===== config.mk =====
export PLATFORM = sky130hd
export DESIGN_NAME = mmio_seg_display
export DESIGN_NICKNAME = d
export VERILOG_FILES = /design/src/rtl/mmio_seg_display.sv
export SDC_FILE = /design/constraint.sdc
export NUM_CORES = 1
export LEC_CHECK = 0
export ABC_AREA = 1
export CAP_MARGIN = 20
export CORE_UTILIZATION = 30
export DETAILED_ROUTE_END_ITERATION = 16
export GPL_TIMING_DRIVEN = 1
export HOLD_SLACK_MARGIN = 0.15
export SLEW_MARGIN = 20
export SYNTH_ARGS = -nofsm -noshare
export SYNTH_HDL_FRONTEND = slang
export SYNTH_SLANG_ARGS = --single-unit

===== constraint.sdc =====
create_clock -name clk -period 5.4 [get_ports clk]
set_input_delay 1.35 -clock clk [delete_from_list [all_inputs] [get_ports clk]]
set_output_delay 1.35 -clock clk [all_outputs]
set_load 0.02 [all_outputs]

===== src/rtl/mmio_seg_display.sv =====
// mmio_seg_display: memory-mapped multiplexed 7-segment display controller
module mmio_seg_display #(
   parameter int          NUM_DIGITS = 4,
   parameter int          SCAN_DIV   = 100000,
   parameter logic [31:0] BASE_ADDR  = 32'h4000_0010
) (
   input  logic                  clk,
   input  logic                  reset,
   input  logic [31:0]           Address,
   input  logic [31:0]           Write_data,
   input  logic                  MemRead,
   input  logic                  MemWrite,
   output logic [31:0]           Read_data,
   output logic [7:0]            BCDData,
   output logic [NUM_DIGITS-1:0] an
);
   localparam int IW = NUM_DIGITS > 1 ? $clog2(NUM_DIGITS) : 1;
   localparam int CW = $clog2(SCAN_DIV);
   localparam int VW = 4 * NUM_DIGITS;
   logic [VW-1:0]         value_q;
   logic                  en;
   logic                  mode;
   logic [7:0]            dp_mask;
   logic [7:0]            blank_mask;
   logic [31:0]           raw0;
   logic [31:0]           raw1;
   logic [CW-1:0]         cnt;
   logic [IW-1:0]         idx;
   logic [31:0]           offset;
   logic                  hit;
   logic [1:0]            sel;
   logic [2:0]            di;
   logic [31:0]           value_w;
   logic [63:0]           raw_all;
   logic [3:0]            nib;
   logic [7:0]            raw_byte;
   logic                  lit;
   logic [NUM_DIGITS-1:0] an_d;
   logic [7:0]            seg_d;
   logic                  unused;
   function automatic logic [6:0] hexseg(input logic [3:0] n);
      case (n)
         4'h0: hexseg = 7'h40;
         4'h1: hexseg = 7'h79;
         4'h2: hexseg = 7'h24;
         4'h3: hexseg = 7'h30;
         4'h4: hexseg = 7'h19;
         4'h5: hexseg = 7'h12;
         4'h6: hexseg = 7'h02;
         4'h7: hexseg = 7'h78;
         4'h8: hexseg = 7'h00;
         4'h9: hexseg = 7'h10;
         4'hA: hexseg = 7'h08;
         4'hB: hexseg = 7'h03;
         4'hC: hexseg = 7'h46;
         4'hD: hexseg = 7'h21;
         4'hE: hexseg = 7'h06;
         default: hexseg = 7'h0E;
      endcase
   endfunction
   // BASE_ADDR is word-aligned, so the byte lane bits never borrow into the register select
   assign offset  = Address - BASE_ADDR;
   assign hit     = offset[31:4] == 28'h0;
   assign sel     = offset[3:2];
   assign unused  = ^offset[1:0];
   assign di      = 3'(idx);
   assign value_w = 32'(value_q);
   assign raw_all = {raw1, raw0};
   assign nib      = value_w[{di, 2'b00} +: 4];
   assign raw_byte = raw_all[{di, 3'b000} +: 8];
   // Combinational register read; misses and idle cycles return zero
   always_comb begin
      Read_data = 32'h0;
      if (MemRead && hit)
         Read_data = sel == 2'd0 ? value_w :
                     sel == 2'd1 ? {8'h00, blank_mask, dp_mask, 6'h00, mode, en} :
                     sel == 2'd2 ? raw0 : raw1;
   end
   // Register file writes on a bus hit
   always_ff @(posedge clk or negedge reset) begin
      if (!reset) begin
         value_q    <= '0;
         en         <= 1'b0;
         mode       <= 1'b0;
         dp_mask    <= 8'h00;
         blank_mask <= 8'h00;
         raw0       <= 32'h0;
         raw1       <= 32'h0;
      end else if (MemWrite && hit) begin
         case (sel)
            2'd0: value_q <= Write_data[VW-1:0];
            2'd1: begin
               en         <= Write_data[0];
               mode       <= Write_data[1];
               dp_mask    <= Write_data[15:8];
               blank_mask <= Write_data[23:16];
            end
            2'd2: raw0 <= Write_data;
            default: raw1 <= Write_data;
         endcase
      end
   end
   // Scan timer and digit index; both parked at zero while disabled
   always_ff @(posedge clk or negedge reset) begin
      if (!reset) begin
         cnt <= '0;
         idx <= '0;
      end else if (!en) begin
         cnt <= '0;
         idx <= '0;
      end else if (cnt == CW'(SCAN_DIV - 1)) begin
         cnt <= '0;
         idx <= idx == IW'(NUM_DIGITS - 1) ? '0 : idx + 1'b1;
      end else begin
         cnt <= cnt + 1'b1;
      end
   end
   // Pin values for the current digit
   always_comb begin
      lit   = en && !blank_mask[di];
      an_d  = lit ? ~(NUM_DIGITS'(1) << idx) : '1;
      seg_d = !lit ? 8'hFF : mode ? raw_byte : {~dp_mask[di], hexseg(nib)};
   end
   // Registered board pins
   always_ff @(posedge clk or negedge reset) begin
      if (!reset) begin
         an      <= '1;
         BCDData <= 8'hFF;
      end else begin
         an      <= an_d;
         BCDData <= seg_d;
      end
   end
endmodule


==> flow_metrics.env <==
export IMPL_grt_start_max_net_pins=73
export IMPL_synth_fp_nets=1113
export IMPL_grt_overflow_total=0
export IMPL_p_per_area_nw_per_um2=238
export IMPL_synth_seq_cells=129
export IMPL_syn_area_um2=7480
export IMPL_num_vias=7575
export IMPL_rows=57
export IMPL_ys_warn_count=0
export IMPL_clkTransAtPathRegs_ns=0.06
export IMPL_yosysSeqAreaShare_pct=43.4
export IMPL_final_common_cell="nand2_1"
export IMPL_slew_headroom_pct=44.2
export IMPL_status="finished, final reports clean"
export IMPL_die_area_um2=25600
export IMPL_clk_latency_ns=0.43
export IMPL_timing_reg2reg_setup_slack_ns=2.13
export IMPL_gp_congestion=0.883
export IMPL_cap_violations=0
export IMPL_start_kind="primary input"
export IMPL_die_x_um=160
export IMPL_fin_skew_ns=0.00798
export IMPL_cts_tree="built"
export IMPL_fin_crit_sh_pct=95.1
export IMPL_die_h_um=160
export IMPL_postPlaceCellArea_um2=9180
export IMPL_via_per_inst=5.07
export IMPL_final_setup_viol_count=0
export IMPL_layout_setup_ws_ns=0.265
export IMPL_final_area_um2=9640
export IMPL_diodes=0
export IMPL_synth_top_area_share_pct=39.2
export IMPL_peakVddDrop_mv=0.220
export IMPL_cp_data_required_time_ns=4.05
export IMPL_grt_pass1_vias=7291
export IMPL_crit_path_end_kind="output port"
export IMPL_drt_iter0_drc=752
export IMPL_cts_buffer_depth=2
export IMPL_path_class="in -> out"
export IMPL_worstMarginPinSlew_ns=0.836
export IMPL_num_fill_cells=2605
export IMPL_wl_per_cell_um=16.2
export IMPL_initial_utilization_pct=30.7
export IMPL_nNetsFinal=1235
export IMPL_fmax_ghz=0.195
export IMPL_finish_utilization_pct=39.5
export IMPL_hpwlAfterDp_mm=16.8
export IMPL_synth_avg_cell_area_um2=7.23
export IMPL_final_cell_mix="337 x nand2_1, 117 x dfrtp_1, 106 x nor2_1, 104 x nand4_1, 75 x clkdlybuf4s50_1"
export IMPL_root_buffer="clkbuf_16"
export IMPL_finalPower_uw=2290
export IMPL_slew_viol_final=0
export IMPL_cts_buffers=17
export IMPL_antenna_found_initial=0
export IMPL_port_buffers=109
export IMPL_grt_pass1_wl_mm=39.6
export IMPL_yosysTopAreaCell="dfrtp_1"
export IMPL_leakage_uw=0.00453
export IMPL_synth_area_leaders="dfrtp_1 39%, nand2_1 17%, nand4_1 8.7%"
export IMPL_cp_max_fo=6
export IMPL_drt_drc_violations_left=0
export IMPL_drt_total_wl_mm=24.1
export IMPL_finalHoldViolations=0
export IMPL_synthFlopType="dfrtp_1"
export IMPL_ios=112
export IMPL_core_um2=24400
export IMPL_h_tree_depth=4
export IMPL_worstPathArrival_ns=3.78
export IMPL_syn_inst=1034
export IMPL_min_period_ns=5.13
export IMPL_ant_nets=0
export IMPL_drtPass1Iterations=5
export IMPL_clock_sinks=129
export IMPL_place_ws_ns=-0.278
export IMPL_drive_above_1_share_pct=13.5
export IMPL_min_path_type="reg -> reg"
export IMPL_post_synth_num_cell_types=41
export IMPL_async_flop_share_pct=100
export IMPL_area_growth_pct=28.9
export IMPL_grt_usage_pct=19.6
export IMPL_rsz0062_at_grt="no"
export IMPL_synth_edf_count=0
[registers in the layout, indices dropped and copies added, names as in the netlist]
register / count
an: 4
value_q: 16
mode: 1
cnt: 17
raw0: 32
dp_mask: 8
en: 1
blank_mask: 8
idx: 2
raw1: 32
BCDData: 8
[through the flow]
stage	setup TNS, ns	instances	hold slack [ns]
floorplan	0	1034	0.434
global placement	-6.76	1459	0.450
detailed placement	-5.69	1459	0.453
CTS	0	1491	0.468
global route	0	1493	0.488
finish	0	1493	0.469
[layout make-up]
type / instances / area (µm²) / share of cell area (%)
Inverter: 60 / 225 / 2.34
Multi-Input combinational cell: 780 / 3750 / 38.9
Clock inverter: 10 / 66.3 / 0.688
Sequential cell: 129 / 3240 / 33.6
Clock buffer: 22 / 518 / 5.37
Tap cell: 324 / 405 / 4.21
Timing Repair Buffer: 168 / 1440 / 14.9
[critical path: stages]
cell and delay (ns):
clkdlybuf4s50_1 0.43, nor2_2 0.16, buf_4 0.13, nand3_1 0.14, nor2_1 0.21, nand4_1 0.11, nand2_1 0.11, nand2_1 0.05
nor2_1 0.08, nand2_1 0.09, nor2_4 0.21, nand2_4 0.14, buf_4 0.19, a21oi_1 0.17, clkbuf_2 0.20
[metal layers]
metal  vias to the layer above  global-route usage [%]  wire length [µm]
li1                       3714                       -                 -
met3                        33                    2.96              1210
met5                         -                       0                 0
met2                       221                    31.6             11500
met4                         0                    6.06               428
met1                      3607                    26.9             11000
[kinds of logic (layout without fill, tap and decap cells)]
group / count (synthesis) / count (layout) / synth area share, %
simple gates: 634 / 634 / 37.6
compound gates: 132 / 132 / 10.0
flops: 129 / 129 / 43.4
buf+inv: 125 / 260 / 6.83
fa+ha+maj: 11 / 11 / 1.84
xor+xnor: 3 / 3 / 0.352
[where the power goes]
part | switching, µW | total (µW) | internal, µW | leakage, µW
combinational | 119 | 202 | 82.6 | 0.00247
clock | 442 | 1120 | 682 | 0.000297
sequential | 0.0000242 | 967 | 967 | 0.00176
[final timing paths]
kind | cells past startpoint | endpoint | startpoint
min in group asynchronous | 1 | cnt[9] | reset
setup reg to reg | 7 | BCDData[1] | idx[1]
max in group asynchronous | 2 | value_q[7] | reset
setup / recovery | 15 | Read_data[27] | Address[6]
hold reg to reg | 2 | raw1[8] | raw1[8]
hold / removal | 2 | raw1[8] | raw1[8]
[timing repair]
action,in CTS,in global routing
hold buffers,0,0
resized for setup,33,70
buffers inserted,0,2
pin swaps,1,2
endpoints found under the setup margin,32,32
[synthesized netlist by cell type (3+ instances only)]
cell / instances
nand2_1: 337
dfrtp_1: 117
nor2_1: 108
nand4_1: 104
inv_1: 57
nand3_1: 50
a21oi_1: 48
o21ai_0: 48
clkbuf_1: 44
buf_2: 18
dfstp_2: 12
o22ai_1: 12
ha_1: 11
nor3_1: 10
or2_2: 9
a2bb2oi_1: 7
nor2_2: 4
clkinv_1: 3
o21ai_1: 3
Note: power is estimated with default switching activity, not from simulation.
